### src/rtl/spi_master.sv
// spi_master: single-byte SPI master, CPOL=0, LSB first.
//
// A request on start (accepted only in IDLE) shifts masterDataToSend out on MOSI
// and shifts MISO into masterDataReceived. Each FSM phase (SETUP, HIGH, LOW, HOLD)
// lasts CLK_DIV clk cycles, so SCLK runs at clk / (2*CLK_DIV) and CS stays low for
// 17*CLK_DIV cycles per byte.
//
// Ports:
//   clk                 system clock, rising-edge active
//   reset               asynchronous active-low reset
//   start               transfer request, sampled on rising clk
//   masterDataToSend    byte to transmit
//   MISO                serial data from slave
//   SCLK                serial clock, idles low
//   CS                  active-low chip select, idles high
//   MOSI                serial data to slave
//   busy                high whenever a transfer is in progress
//   done                one-cycle pulse in the first IDLE cycle after a transfer
//   masterDataReceived  last complete byte received

module spi_master #(
  parameter int unsigned CLK_DIV = 2
) (
  input  logic       clk,
  input  logic       reset,
  input  logic       start,
  input  logic [7:0] masterDataToSend,
  input  logic       MISO,
  output logic       SCLK,
  output logic       CS,
  output logic       MOSI,
  output logic       busy,
  output logic       done,
  output logic [7:0] masterDataReceived
);

  localparam logic [7:0] DivLast = 8'(CLK_DIV - 1);

  typedef enum logic [2:0] {
    StIdle,
    StSetup,
    StHigh,
    StLow,
    StHold
  } state_e;

  state_e     state_q, state_d;
  logic [7:0] div_q, div_d;
  logic [2:0] bit_q, bit_d;
  logic [7:0] tx_q, tx_d;
  logic [7:0] rx_q, rx_d;
  logic [7:0] mdr_q, mdr_d;
  logic       sclk_q, sclk_d;
  logic       cs_q, cs_d;
  logic       mosi_q, mosi_d;
  logic       done_q, done_d;
  logic       div_end;

  assign div_end = (div_q == DivLast);

  always_comb begin
    state_d = state_q;
    div_d   = div_q;
    bit_d   = bit_q;
    tx_d    = tx_q;
    rx_d    = rx_q;
    mdr_d   = mdr_q;
    sclk_d  = sclk_q;
    cs_d    = cs_q;
    mosi_d  = mosi_q;
    done_d  = 1'b0;

    // Divider free-runs in every active phase; it wraps exactly when a phase ends.
    if (state_q != StIdle) begin
      div_d = div_end ? 8'd0 : div_q + 8'd1;
    end

    case (state_q)
      StIdle: begin
        if (start) begin
          tx_d    = masterDataToSend;
          cs_d    = 1'b0;
          mosi_d  = masterDataToSend[0];
          bit_d   = 3'd0;
          div_d   = 8'd0;
          state_d = StSetup;
        end
      end
      StSetup, StLow: begin
        if (div_end) begin
          sclk_d  = 1'b1;
          state_d = StHigh;
        end
      end
      StHigh: begin
        if (div_end) begin
          // Falling SCLK: slave changed MISO on the rising edge, so it is stable now.
          sclk_d = 1'b0;
          rx_d   = {MISO, rx_q[7:1]};
          bit_d  = bit_q + 3'd1;
          if (bit_q == 3'd7) begin
            state_d = StHold;
          end else begin
            // MOSI only moves while SCLK is low; tx_q[0] is the bit just sent.
            mosi_d  = tx_q[1];
            tx_d    = {1'b0, tx_q[7:1]};
            state_d = StLow;
          end
        end
      end
      StHold: begin
        if (div_end) begin
          cs_d    = 1'b1;
          mosi_d  = 1'b0;
          mdr_d   = rx_q;
          done_d  = 1'b1;
          state_d = StIdle;
        end
      end
      default: state_d = StIdle;
    endcase
  end

  always_ff @(posedge clk or negedge reset) begin
    if (!reset) begin
      state_q <= StIdle;
      div_q   <= 8'd0;
      bit_q   <= 3'd0;
      tx_q    <= 8'd0;
      rx_q    <= 8'd0;
      mdr_q   <= 8'd0;
      sclk_q  <= 1'b0;
      cs_q    <= 1'b1;
      mosi_q  <= 1'b0;
      done_q  <= 1'b0;
    end else begin
      state_q <= state_d;
      div_q   <= div_d;
      bit_q   <= bit_d;
      tx_q    <= tx_d;
      rx_q    <= rx_d;
      mdr_q   <= mdr_d;
      sclk_q  <= sclk_d;
      cs_q    <= cs_d;
      mosi_q  <= mosi_d;
      done_q  <= done_d;
    end
  end

  assign SCLK               = sclk_q;
  assign CS                 = cs_q;
  assign MOSI               = mosi_q;
  assign busy               = (state_q != StIdle);
  assign done               = done_q;
  assign masterDataReceived = mdr_q;

endmodule

### config.mk
export PLATFORM = sky130hd
export DESIGN_NAME = spi_master
export DESIGN_NICKNAME = d
export VERILOG_FILES = /design/src/rtl/spi_master.sv
export SDC_FILE = /design/constraint.sdc
export NUM_CORES = 1
export LEC_CHECK = 0
export CORE_MARGIN = 10
export CORE_UTILIZATION = 59
export DETAILED_ROUTE_END_ITERATION = 12
export PLACE_DENSITY = 0.95
export SLEW_MARGIN = 20
export SYNTH_ARGS = -nofsm -noshare
export SYNTH_HDL_FRONTEND = slang
export SYNTH_SLANG_ARGS = --single-unit
### constraint.sdc
create_clock -name clk -period 3.5 [get_ports clk]
set_input_delay 0.35 -clock clk [delete_from_list [all_inputs] [get_ports clk]]
set_output_delay 0.35 -clock clk [all_outputs]
set_load 0.01 [all_outputs]
==> results of run 1 <==
## logic make-up (layout without fill, tap and decap cells)
kind of cell	Yosys count	count (layout)	synth area share, %
DFF	41	41	51.3
and+or+nand+nor	38	38	12.1
AOI/OAI and AO/OA	32	32	11.9
muxes	29	29	17.8
buffers and inverters	14	39	3.06
adders and majority gates	4	4	2.50
xor gates and xnor gates	3	3	1.31
## cell type report
cell class / count / area [sq um] / share of cell area, %
sequential: 41 / 1030 / 43.8
inverter: 7 / 26.3 / 1.12
multi-input combinational: 106 / 915 / 39.0
clock inverter: 3 / 46.3 / 1.97
tap: 46 / 57.6 / 2.45
timing repair buffer: 24 / 235 / 10.0
clock buffer: 5 / 37.5 / 1.60
## critical path, stage by stage, from the launching register on
cell	delay, ns
dfrtp_1	0.55
nor3_1	0.44
inv_1	0.20
clkdlybuf4s50_1	0.53
## state kept, by name, summed over array words and instances (netlist names)
| register | count |
|---|---|
| div_q | 8 |
| tx_q | 7 |
| done | 1 |
| CS | 1 |
| rx_q | 8 |
| bit_q | 3 |
| masterDataReceived | 8 |
| SCLK | 1 |
| state_q | 3 |
| MOSI | 1 |
## final timing paths
kind                             from               endpoint  slack (ns)  depth (start not counted)
setup / recovery           state_q[1]                   busy        1.07                          3
hold reg to reg                    CS                     CS        0.48                          2
min in group clk                   CS                     CS        0.48                          2
setup reg to reg             div_q[1]  masterDataReceived[5]        1.33                          6
max in group asynchronous       reset                rx_q[3]        2.85                          1
hold / removal                  reset                tx_q[5]        0.09                          1
## cell usage after synthesis (3+ instances only)
cell and n:
a21oi_1 5, ha_1 4, a31oi_1 4, dfrtp_1 40, clkbuf_1 5, mux2_4 8, nand2b_1 3, a22o_1 3
nor3_1 3, nand2_1 6, mux2_2 21, o21ai_0 3, nor2_1 6, inv_1 7
## metal layers
metal	vias up	track usage (%)
met2	31	22.9
met4	0	5.38
met5	-	0
met3	10	4.21
met1	659	15.9
li1	636	-
## power by group through the flow
stage          Combinational (uW)  Clock [uW]  Sequential (uW)
2_1_floorplan                 321           0              598
3_3_place_gp                  401           0              612
3_5_place_dp                  426           0              621
4_1_cts                       428         319              611
5_1_grt                       467         341              624
6_report                      424         311              612
## per-stage QoR
step | hold slack, ns | std cells | worst slack, ns
after floorplan | 0.0544 | 161 | 1.62
after global placement | 0.451 | 224 | 1.42
after detailed placement | 0.453 | 224 | 1.33
after CTS | 0.115 | 232 | 1.08
after global routing | 0.136 | 232 | 0.916
final | 0.0914 | 232 | 1.07
==> flow_summary.json, run 1 <==
{
  "status": "finished clean",
  "netlist_area_sq_um": 2000,
  "clk_pin_slew_ns": 0.13,
  "first_global_vias": 1340,
  "post_drt_wl_per_cell_microns": 17.1,
  "crit_type": "reg -> out",
  "synth_top_area_share_pct": 50.0,
  "clk_root_buffer_cell": "clkbuf_4",
  "synth_flop_cell": "dfrtp_1",
  "num-nets-final": 201,
  "hold_buffers": 0,
  "power_uw": 1350,
  "intPower_uw": 920,
  "grt_setup_unrepaired": "no",
  "seq_area_frac_synth_pct": 51.3,
  "drt_pre_antenna_iters": 4,
  "io_buffers": 24,
  "setup_tns_ns": 0,
  "n_antenna_cell": 0,
  "fin_crit_sh_pct": 69.3,
  "ant_nets": 0,
  "drt_iter0_drc": 79,
  "wl_met2_microns": 2040,
  "grt_overflow": 0,
  "start_kind": "register",
  "place_congestion": 0.827,
  "ys_ff_latch": 41,
  "grt_pass1_wl_microns": 6730,
  "synth_cell_types": 46,
  "vias": 1336,
  "cp-end-kind": "primary output",
  "final_cell_mix": "dfrtp_1, clkdlybuf4s50_1, mux2_2",
  "clockBufferDepth": 2,
  "comb_power_share_pct": 31.5,
  "slew_violations": 0,
  "start_util_pct": 60.5,
  "hold_violations": 0,
  "min_period_ns": 2.43,
  "met3_length_microns": 174,
  "die_y_microns": 78.3,
  "crit_path_max_fanout": 14,
  "async_flop_share_pct": 100,
  "cts_tree": "done",
  "totalWireLength_microns": 3980,
  "dp_hpwl_microns": 2940,
  "yosys.area.top_type": "dfrtp_1",
  "finalSetupViolCount": 0,
  "grt_max_degree": 42,
  "fin_util_pct": 70.8,
  "p_leak_uw": 0.00104,
  "yosys_warnings": 0,
  "fmax_mhz": 412,
  "synth_nets": 177,
  "drive_gt1_share_pct": 28.5,
  "worstHoldPathType": "in -> async",
  "fillers": 241,
  "skew_ns": 0.0107,
  "numCtsBuffers": 5,
  "pwr-share-seq_pct": 45.4,
  "dpl_cell_area_sq_um": 2260,
  "wirelength_met1_microns": 1690,
  "vias_per_cell": 5.76,
  "num_io_pins": 25,
  "die_w_microns": 78.3,
  "die_area_sq_um": 6130,
  "cts_htree_levels": 2,
  "switching_power_uw": 427,
  "post-route-cell-area_sq_um": 2340,
  "clock-sinks": 41,
  "crit_arrival_ns": 2.08,
  "slew_headroom_pct": 41.5,
  "avgSynthCellArea_sq_um": 12.4,
  "p_clk_share_pct": 23.1,
  "antenna_found_initial": 0,
  "netlist_instances": 161,
  "rows": 21,
  "final_common_cell": "dfrtp_1",
  "synth-edff-count": 0,
  "swShare_pct": 31.7,
  "power_per_cell_area_nw_per_um2": 575,
  "area_growth_pct": 17.1,
  "maxCapViolCount": 0,
  "irDropWorstVdd_v": 0.000361,
  "top_layer": "met4",
  "tightest_slew_ns": 0.878,
  "cts_resized": 0,
  "coreArea_sq_um": 3310,
  "worstPathRequired_ns": 3.15,
  "grt.total_usage_pct": 13.6,
  "clk_latency_ns": 0.36,
  "cts_setup_buffers": 0,
  "yosys-top-cells-area": "dfrtp_1, mux2_2, mux2_4, ha_1, dfstp_2",
  "drcViolationCount": 0
}
(Power assumes the default switching activity.)
==> run 2, diff against run 1 <==
--- a/config.mk
+++ b/config.mk
@@ -6,9 +6,9 @@
 export NUM_CORES = 1
 export LEC_CHECK = 0
 export CORE_MARGIN = 10
-export CORE_UTILIZATION = 59
+export CORE_UTILIZATION = 54
 export DETAILED_ROUTE_END_ITERATION = 12
-export PLACE_DENSITY = 0.95
+export PLACE_DENSITY = 0.89
 export SLEW_MARGIN = 20
 export SYNTH_ARGS = -nofsm -noshare
 export SYNTH_HDL_FRONTEND = slang
==> constraint.sdc (replaced) <==
create_clock -name clk -period 2.3 [get_ports clk]
set_input_delay 0.23 -clock clk [delete_from_list [all_inputs] [get_ports clk]]
set_output_delay 0.23 -clock clk [all_outputs]
set_load 0.01 [all_outputs]
==> flow_summary.json, run 2 (synthesis gave the netlist of run 1 again) <==
{
  "clock-sinks": 41,
  "crit_path_max_fanout": 14,
  "grt.busiest_layer": "met2",
  "fin_crit_sh_pct": 94.6,
  "grt_overflow": 0,
  "antenna_found_initial": 0,
  "dp_hpwl_microns": 2820,
  "p_leak_uw": 0.00105,
  "intPower_uw": 1390,
  "power_uw": 2090,
  "num-nets-final": 201,
  "skew_ns": 0.0121,
  "fmax_mhz": 460,
  "setup_tns_ns": 0,
  "globalRouteMet1Util_pct": 13.6,
  "vias": 1365,
  "area_growth_pct": 18.2,
  "place_ws_ns": 0.113,
  "die_w_microns": 80.9,
  "num_io_pins": 25,
  "grt.total_usage_pct": 12.4,
  "crit_type": "reg -> out",
  "status": "finished clean",
  "reg2reg_to": "tx_q[1]",
  "pwr-share-seq_pct": 44.8,
  "start_util_pct": 55.1,
  "r2r_cells": 6,
  "final_cell_mix": "dfrtp_1, clkdlybuf4s50_1, mux2_2",
  "drt_pre_antenna_iters": 4,
  "worstPathRequired_ns": 2.07,
  "clk_latency_ns": 0.31,
  "post-place-cells": 226,
  "clk_root_buffer_cell": "clkbuf_8",
  "grtUsageMet3_pct": 3.75,
  "setup_ws_ns": 0.125,
  "fillers": 268,
  "fin_util_pct": 65.2,
  "grt_setup_unrepaired": "no",
  "ant_nets": 0,
  "worstHoldPathType": "in -> async",
  "place_congestion": 0.819,
  "slew_headroom_pct": 42.2,
  "post_drt_wl_per_cell_microns": 16.9,
  "vias_per_cell": 5.83,
  "switching_power_uw": 693,
  "die_area_sq_um": 6550,
  "totalWireLength_microns": 3970,
  "min_period_ns": 2.17,
  "maxCapViolCount": 0,
  "comb_power_share_pct": 31.5,
  "rows": 22,
  "hold_violations": 0,
  "clk_pin_slew_ns": 0.09,
  "clockBufferDepth": 2,
  "coreArea_sq_um": 3630,
  "cts_tree": "done",
  "stdcell_count": 234,
  "grt_util_met2_pct": 20.9,
  "io_buffers": 24,
  "rrSetupSlack_ns": 0.24,
  "reg2reg_from": "div_q[1]",
  "cp-end-kind": "primary output",
  "drcViolationCount": 0,
  "swShare_pct": 33.2,
  "final_common_cell": "dfrtp_1",
  "crit_path_start": "state_q[1]",
  "irDropWorstVdd_v": 0.000381,
  "crit_arrival_ns": 1.94,
  "power_per_cell_area_nw_per_um2": 881,
  "tightest_slew_ns": 0.866,
  "grt_pass1_wl_microns": 6400,
  "slew_violations": 0,
  "numCtsBuffers": 5,
  "finalSetupViolCount": 0,
  "first_global_vias": 1379,
  "cts_htree_levels": 2,
  "drive_gt1_share_pct": 29.6,
  "start_kind": "register",
  "p_clk_share_pct": 23.7,
  "drt_iter0_drc": 57,
  "multi_input_area_sq_um": 925,
  "ff_latch_area_sq_um": 1030,
  "cts_setup_buffers": 0,
  "grt_max_degree": 42,
  "n_antenna_cell": 0,
  "die_y_microns": 80.9
}
[run 2: changes by cell type in the layout (fill, tap and decap cells not counted)]
cell       change
inv_6          +1
clkbuf_8       +5
bufinv_16      -1
clkbuf_4       -5
or3_1          -1
nor3_2         +1
nor3_1         -1
or3_4          +1
[run 2: area by class of cell]
type | count | share of cell area, %
clock inverters | 3 | 1.06
inverters | 7 | 1.11
multi-input cells | 106 | 39.1
repair buffers | 24 | 9.94
flip-flops and latches | 41 | 43.4
well taps | 48 | 2.54
clock buffers | 5 | 2.91
[run 2: how the worst max path moves through the flow]
stage,endpoint,slack [ns],cells past startpoint
2_1_floorplan,masterDataReceived[0],0.42,7
3_3_place_gp,masterDataReceived[7],0.23,6
3_5_place_dp,masterDataReceived[0],0.11,6
4_1_cts,masterDataReceived[6],0.1,6
5_1_grt,busy,0.06,3
6_report,busy,0.13,3
[run 2: power groups by stage]
stage | sequential (uW) | combinational (uW) | clock [uW]
finish | 935 | 657 | 494
global placement | 931 | 611 | 0
CTS | 932 | 658 | 501
floorplan | 910 | 488 | 0
global route | 951 | 714 | 530
detailed placement | 945 | 651 | 0
[run 2: per-layer routing]
metal	up-vias	wire length [microns]
li1	627	-
met2	39	2000
met4	0	120
met5	-	0
met3	10	230
met1	689	1620
[run 2: critical path, cell delays in order, from the launching register on]
cell	delay [ns]
dfrtp_1	0.55
nor3_2	0.36
inv_1	0.20
clkdlybuf4s50_1	0.52
[run 2: repair_timing]
| item | CTS | global route |
|---|---|---|
| hold buffers | 0 | 0 |
| pin swaps | 0 | 0 |
| gates resized for setup | 1 | 1 |
| endpoints found under the hold margin | 0 | 0 |
| endpoints found under the setup margin | 1 | 8 |
[run 2: stage by stage]
stage	hold slack (ns)	instance area [sq um]
floorplan	-0.0656	2000
global placement	0.383	2260
detailed placement	0.398	2260
CTS	0.0641	2360
global route	0.0971	2370
finish	0.0267	2370
==> run 3, diff against run 2 <==
--- a/config.mk
+++ b/config.mk
@@ -7,6 +7,7 @@
 export LEC_CHECK = 0
 export CORE_MARGIN = 10
 export CORE_UTILIZATION = 54
+export CTS_CLUSTER_DIAMETER = 80
 export DETAILED_ROUTE_END_ITERATION = 12
 export PLACE_DENSITY = 0.89
 export SLEW_MARGIN = 20
==> results of run 3 <==
Final layout, timing and power as in run 2 (identical DEF).
